File: src/rtl/latch_chain_pkg.sv
// Shared types and constants for the latch-chain stimulus/check driver.
package latch_chain_pkg;

    typedef enum logic [2:0] {
        IDLE,
        SEED,
        DRIVE,
        FLUSH,
        DONE
    } state_t;

    // x^16 + x^14 + x^13 + x^11 + 1 -> feedback taps on bits 15,13,12,10
    localparam logic [15:0] LFSR_TAPS      = 16'hB400;
    localparam logic [15:0] LFSR_SEED_DFLT = 16'hACE1;

    // One Fibonacci step, shifting left with the feedback entering bit 0.
    function automatic logic [15:0] lfsr_next(input logic [15:0] s);
        return {s[14:0], ^(s & LFSR_TAPS)};
    endfunction

endpackage

File: src/rtl/lfsr16.sv
// 16-bit Fibonacci LFSR with synchronous load and step.
module lfsr16
    import latch_chain_pkg::*;
(
    input  logic        clk_i,
    input  logic        rst_i,
    input  logic        load_i,
    input  logic        step_i,
    input  logic [15:0] seed_i,
    output logic [15:0] q_o
);

    logic [15:0] lfsr_q;
    logic [15:0] lfsr_d;

    // Load has priority over step; otherwise hold.
    always_comb begin
        lfsr_d = lfsr_q;
        if (load_i) begin
            lfsr_d = seed_i;
        end else if (step_i) begin
            lfsr_d = lfsr_next(lfsr_q);
        end
    end

    // State register; reset to the default seed so the register is never all-zero.
    always_ff @(posedge clk_i) begin
        if (rst_i) begin
            lfsr_q <= LFSR_SEED_DFLT;
        end else begin
            lfsr_q <= lfsr_d;
        end
    end

    assign q_o = lfsr_q;

endmodule

File: src/rtl/latch_chain_driver.sv
// Drives pseudo-random enable/data into the latch at the head of a latch+flop
// chain and checks the value returning from its tail against an internal model.
module latch_chain_driver
    import latch_chain_pkg::*;
#(
    parameter int DEPTH = 4,
    parameter bit INV   = 1'b0,
    parameter int LEN_W = 16,
    parameter int ERR_W = 16
) (
    input  logic             i_clk,
    input  logic             i_rst,
    input  logic             i_start,
    input  logic [15:0]      i_seed,
    input  logic [LEN_W-1:0] i_len,
    output logic             o_en,
    output logic             o_a,
    input  logic             i_chain_q,
    output logic             o_busy,
    output logic             o_done,
    output logic             o_pass,
    output logic [ERR_W-1:0] o_err_cnt,
    output logic [LEN_W-1:0] o_first_err
);

    state_t             state_q, state_d;
    logic [LEN_W-1:0]   cnt_q, cnt_d;
    logic               en_q, en_d;
    logic               a_q, a_d;
    logic               lfsr_load, lfsr_step, run_clr;
    logic [15:0]        lfsr_q;
    logic [15:0]        seed_eff;

    // Model latch and the delay line standing in for the chain's flop stages.
    logic               lat_q, lat_d;
    logic [DEPTH-1:0]   exp_pipe_q;
    logic [DEPTH-1:0]   vld_pipe_q;
    logic               chk, mis;

    logic [LEN_W-1:0]   chk_idx_q, chk_idx_d;
    logic [ERR_W-1:0]   err_q, err_d;
    logic [LEN_W-1:0]   first_q, first_d;
    logic               pass_q, pass_d;

    // Upper LFSR bits only feed the LFSR's own next state.
    logic               unused_lfsr_hi;
    assign unused_lfsr_hi = ^lfsr_q[15:2];

    assign seed_eff = (i_seed == 16'h0) ? LFSR_SEED_DFLT : i_seed;

    lfsr16 u_lfsr (
        .clk_i  (i_clk),
        .rst_i  (i_rst),
        .load_i (lfsr_load),
        .step_i (lfsr_step),
        .seed_i (seed_eff),
        .q_o    (lfsr_q)
    );

    // Next-state and next-output decode. The LFSR is loaded as the run is
    // accepted, so SEED already sees the seed and registers the forced-enable
    // first drive; each DRIVE cycle registers the following sample.
    always_comb begin
        state_d   = state_q;
        cnt_d     = cnt_q;
        en_d      = 1'b0;
        a_d       = 1'b0;
        lfsr_load = 1'b0;
        lfsr_step = 1'b0;
        run_clr   = 1'b0;
        case (state_q)
            IDLE: begin
                if (i_start) begin
                    run_clr   = 1'b1;
                    lfsr_load = 1'b1;
                    if (i_len != '0) begin
                        state_d = SEED;
                        cnt_d   = i_len;
                    end else begin
                        state_d = DONE;
                    end
                end
            end
            SEED: begin
                en_d      = 1'b1;
                a_d       = lfsr_q[1];
                lfsr_step = 1'b1;
                state_d   = DRIVE;
            end
            DRIVE: begin
                lfsr_step = 1'b1;
                if (cnt_q == LEN_W'(1)) begin
                    state_d = FLUSH;
                    cnt_d   = LEN_W'(DEPTH);
                end else begin
                    en_d  = lfsr_q[0];
                    a_d   = lfsr_q[1];
                    cnt_d = cnt_q - LEN_W'(1);
                end
            end
            FLUSH: begin
                if (cnt_q == LEN_W'(1)) begin
                    state_d = DONE;
                end else begin
                    cnt_d = cnt_q - LEN_W'(1);
                end
            end
            DONE: begin
                state_d = IDLE;
            end
            default: begin
                state_d = IDLE;
            end
        endcase
    end

    // Checker: compare tail against the delayed model value, count mismatches.
    always_comb begin
        lat_d     = en_q ? a_q : lat_q;
        chk       = vld_pipe_q[DEPTH-1];
        mis       = chk & (i_chain_q != (exp_pipe_q[DEPTH-1] ^ INV));
        chk_idx_d = chk_idx_q;
        err_d     = err_q;
        first_d   = first_q;
        pass_d    = pass_q;
        if (run_clr) begin
            chk_idx_d = '0;
            err_d     = '0;
            first_d   = '1;
            pass_d    = 1'b0;
        end else begin
            if (chk) begin
                chk_idx_d = chk_idx_q + LEN_W'(1);
            end
            if (mis) begin
                if (err_q != '1) begin
                    err_d = err_q + ERR_W'(1);
                end
                if (err_q == '0) begin
                    first_d = chk_idx_q;
                end
            end
        end
        // Verdict includes a mismatch found on the very edge into DONE.
        if (state_d == DONE) begin
            pass_d = (err_d == '0);
        end
    end

    // FSM, drive outputs and checker state registers.
    always_ff @(posedge i_clk) begin
        if (i_rst) begin
            state_q   <= IDLE;
            cnt_q     <= '0;
            en_q      <= 1'b0;
            a_q       <= 1'b0;
            chk_idx_q <= '0;
            err_q     <= '0;
            first_q   <= '1;
            pass_q    <= 1'b0;
        end else begin
            state_q   <= state_d;
            cnt_q     <= cnt_d;
            en_q      <= en_d;
            a_q       <= a_d;
            chk_idx_q <= chk_idx_d;
            err_q     <= err_d;
            first_q   <= first_d;
            pass_q    <= pass_d;
        end
    end

    // Model latch plus DEPTH-stage value/valid pipeline; valid enters only in DRIVE.
    always_ff @(posedge i_clk) begin
        if (i_rst) begin
            lat_q      <= 1'b0;
            exp_pipe_q <= '0;
            vld_pipe_q <= '0;
        end else begin
            lat_q         <= lat_d;
            exp_pipe_q[0] <= lat_d;
            vld_pipe_q[0] <= (state_q == DRIVE);
            for (int i = 1; i < DEPTH; i++) begin
                exp_pipe_q[i] <= exp_pipe_q[i-1];
                vld_pipe_q[i] <= vld_pipe_q[i-1];
            end
        end
    end

    assign o_en        = en_q;
    assign o_a         = a_q;
    assign o_busy      = (state_q == SEED) || (state_q == DRIVE) || (state_q == FLUSH);
    assign o_done      = (state_q == DONE);
    assign o_pass      = pass_q;
    assign o_err_cnt   = err_q;
    assign o_first_err = first_q;

endmodule

File: config.mk
export PLATFORM = sky130hd
export DESIGN_NAME = latch_chain_driver
export DESIGN_NICKNAME = d
export VERILOG_FILES = /design/src/rtl/latch_chain_pkg.sv /design/src/rtl/lfsr16.sv /design/src/rtl/latch_chain_driver.sv
export SDC_FILE = /design/constraint.sdc
export NUM_CORES = 1
export LEC_CHECK = 0
export CAP_MARGIN = 5
export CORE_MARGIN = 5
export CORE_UTILIZATION = 42
export CTS_CLUSTER_SIZE = 30
export DETAILED_ROUTE_END_ITERATION = 12
export RECOVER_POWER = 50
export SYNTH_ARGS = -nofsm -noshare
export SYNTH_HDL_FRONTEND = slang
export SYNTH_SLANG_ARGS = --single-unit
File: constraint.sdc
create_clock -name i_clk -period 3.28 [get_ports i_clk]
set_input_delay 0.656 -clock i_clk [delete_from_list [all_inputs] [get_ports i_clk]]
set_output_delay 0.656 -clock i_clk [all_outputs]
set_load 0.005 [all_outputs]
==> impl_metrics.csv <==
group,metric,value,unit
status,status,"finished, violations left",
status,violations,"capacitance limit, slew limit",
pwr,powerDensity,484,nW/µm²
clock_tree,cts_resized,0,
timing,hold_viol,0,
logic_synthesis,synth_cell_type_count,60,
pwr,p_seq_share,47.5,%
global_routing,antenna_found_initial,0,
route,via_per_inst,5.55,
clock_tree,cts_made_buffers,9,
placement,hpwl,8.33,mm
logic_synthesis,synth_warnings,0,
timing,worstMarginPinSlew,1.64,ns
setup_path,crit_path_cell_trace,"ha_1 > nand3_1 > or4_1 > a2111oi_0 > nor3_1 > or4_1 > a21oi_1",
logic_synthesis,synth-async-reset-ratio,0,%
clock_tree,postCtsHoldBufs,0,
setup_path,crit_path_start_kind,"register",
route,drc,0,
setup_path,crit_path_max_fanout,9,
clock_tree,cts_tree,"yes",
die,die_x,115,µm
clock_tree,path_clk_slew,0.11,ns
clock_tree,clockBufferDepth,2,
die,num_rows,38,
route,vias,4310,
logic_synthesis,syn_area_per_cell,8.22,µm²
timing,setup_viol,0,
timing,rsz0062_at_grt,"no",
logic_synthesis,synth_edf_count,0,
route,wl_per_cell,15.1,µm
setup_path,required,3.60,ns
logic_synthesis,netlist.area_leader.share,40.3,%
timing,min_period,2.84,ns
clock_tree,insertion_delay,0.38,ns
pwr,comb_power_share,25.4,%
clock_tree,clock-sinks,94,
timing,finClkSkew,0.0141,ns
pwr,peakVddDrop,0.252,mV
layout,layout-drive-gt1-share,7.86,%
timing,timing.setup.tns,0,ns
global_routing,grt_pass1_wl,19.6,mm
layout,n_antenna_cell,0,
route,firstDrtPassIters,4,
logic_synthesis,postSynthCellCount,568,
logic_synthesis,synth_ff_type,"dfxtp_1",
pwr,netSwitchingFraction,34.0,%
logic_synthesis,synth_area,4670,µm²
run,drv_cap,1,
die,io_pins,73,
setup_path,cp_slowest_cell,"or4_1",
setup_path,worstSetupEndpointType,"register",
layout,final_common_cell,"dfxtp_1",
layout,fin_nets,672,
pwr,p_sw,0.938,mW
die,start_util,42.9,%
setup_path,crit_type,"register to register",
timing,max-slew-margin-rel,-9.30,%
logic_synthesis,yosys-top-cells-area,"dfxtp_1, nand2_1, nor2_1",
logic_synthesis,ys_seq_area_share,40.3,%
logic_synthesis,synth_top_cell_by_area,"dfxtp_1",
route,routed_wl,11.8,mm
placement,dp.cells,760,
clock_tree,htreeDepth,3,
setup_path,critPathArrivalTime,3.15,ns
clock_tree,cts_root_buf,"clkbuf_8",
pwr,p_clk_share,27.1,%
timing,slew_violations,34,
die,die_area,13300,µm²
pwr,intPower,1.82,mW
logic_synthesis,syn_nets,609,
placement,place_congestion,0.896,
timing,fmax,353,MHz
layout,area_growth,22.2,%
global_routing,grt.total_usage,18.1,%
layout,layout_common_cells,"dfxtp_1, nand2_1, nor2_1",
placement,portBuffers,72,
setup_path,slowest_delay,0.61,ns
pwr,p_leak,1.99,nW
route,ant_nets,0,
layout,fin_cells,776,
global_routing,grt_pass1_vias,4067,
timing,finalCritPeriodShare,86.4,%
die,die-height,115,µm
global_routing,grt_overflow,0,
setup_path,path_common_cell,"or4_1",
clock_tree,postCtsSetupRepairBufs,0,
die,core_area,10900,µm²
route,first_iter_violations,263,
global_routing,grt_max_degree,34,
hold_path,worst_hold_path_type,"register to register",
logic_synthesis,ys_ff_latch,94,
==> metal layers <==
metal	vias up	global-route usage (%)	share of wire [%]
li1	2183	-	-
met1	1976	24.3	47
met2	126	28.7	45
met3	25	3.45	5.6
met4	0	7.51	2.0
met5	-	0	0
==> flip-flops by register name (all words and copies together), names as in the netlist <==
register     cells
chk_idx_q       16
cnt_q           16
o_err_cnt       16
o_first_err     16
u_lfsr.q_o      16
exp_pipe_q       4
vld_pipe_q       4
state_q          3
o_a              1
o_en             1
o_pass           1
==> final timing paths <==
check / slack [ns] / endpoint / cells after the start / startpoint
min: 0.43 / exp_pipe_q[3]$_SDFF_PP0_ / 1 / exp_pipe_q[2]$_SDFF_PP0_
max reg2reg: 0.44 / o_pass$_SDFFE_PP0P_ / 7 / o_err_cnt[0]$_SDFF_PP0_
max: 0.44 / o_pass$_SDFFE_PP0P_ / 7 / o_err_cnt[0]$_SDFF_PP0_
min reg2reg: 0.43 / exp_pipe_q[3]$_SDFF_PP0_ / 1 / exp_pipe_q[2]$_SDFF_PP0_
==> through the flow <==
stage	area [µm²]	util [%]	worst slack [ns]	hold slack, ns	power (mW)
finish	5700	52.4	0.445	0.432	2.76
global route	5700	52.4	0.216	0.439	2.92
CTS	5710	52.5	0.446	0.441	2.79
detailed placement	5530	50.8	0.347	0.429	2.04
global placement	5530	50.8	0.403	0.419	2.02
floorplan	4670	-	0.653	0.414	1.83
==> worst max-delay path: cells and delay by family (launching register included) <==
family	cells	cell delay [ns]
DFF	1	0.52
adders and majority gates	1	0.27
and+or+nand+nor	4	1.43
AOI/OAI and AO/OA	2	0.56
==> cell families after synthesis <==
| family | count (synthesis) | synth area share (%) |
|---|---|---|
| buffers and inverters | 49 | 4.56 |
| muxes | 20 | 4.32 |
| and+or+nand+nor | 262 | 28.4 |
| AOI/OAI and AO/OA | 109 | 15.6 |
| xor gates and xnor gates | 29 | 5.44 |
| adders and majority gates | 5 | 1.34 |
| DFF | 94 | 40.3 |
==> layout make-up <==
type	count	area, µm²
multi-input cells	425	2580
clock inverters	7	61.3
clock buffers	9	124
fillers	1039	5190
inverters	12	45.0
repair buffers	89	837
well taps	140	175
flip-flops and latches	94	1880
==> synthesized netlist by cell type, drive strengths merged, types with 7 or more instances <==
cell and number:
a221oi 7, a31oi 13, xnor2 14, nand2 64
clkbuf 26, a21oi 30, nand3 13, nor2b 12
and3 8, or3 13, xor2 15, inv 12
nand4 11, buf 11, nor2 61, nor4 15
or2 8, mux2i 19, o21ai 24, nor3 32
dfxtp 94
==> power groups by stage <==
stage	clock (mW)	combinational [mW]	sequential [mW]
after floorplan	0	0.517	1.31
after global placement	0	0.688	1.33
after detailed placement	0	0.698	1.34
after CTS	0.777	0.702	1.31
after global routing	0.815	0.776	1.33
final	0.747	0.703	1.31
(Power assumes the default switching activity.)
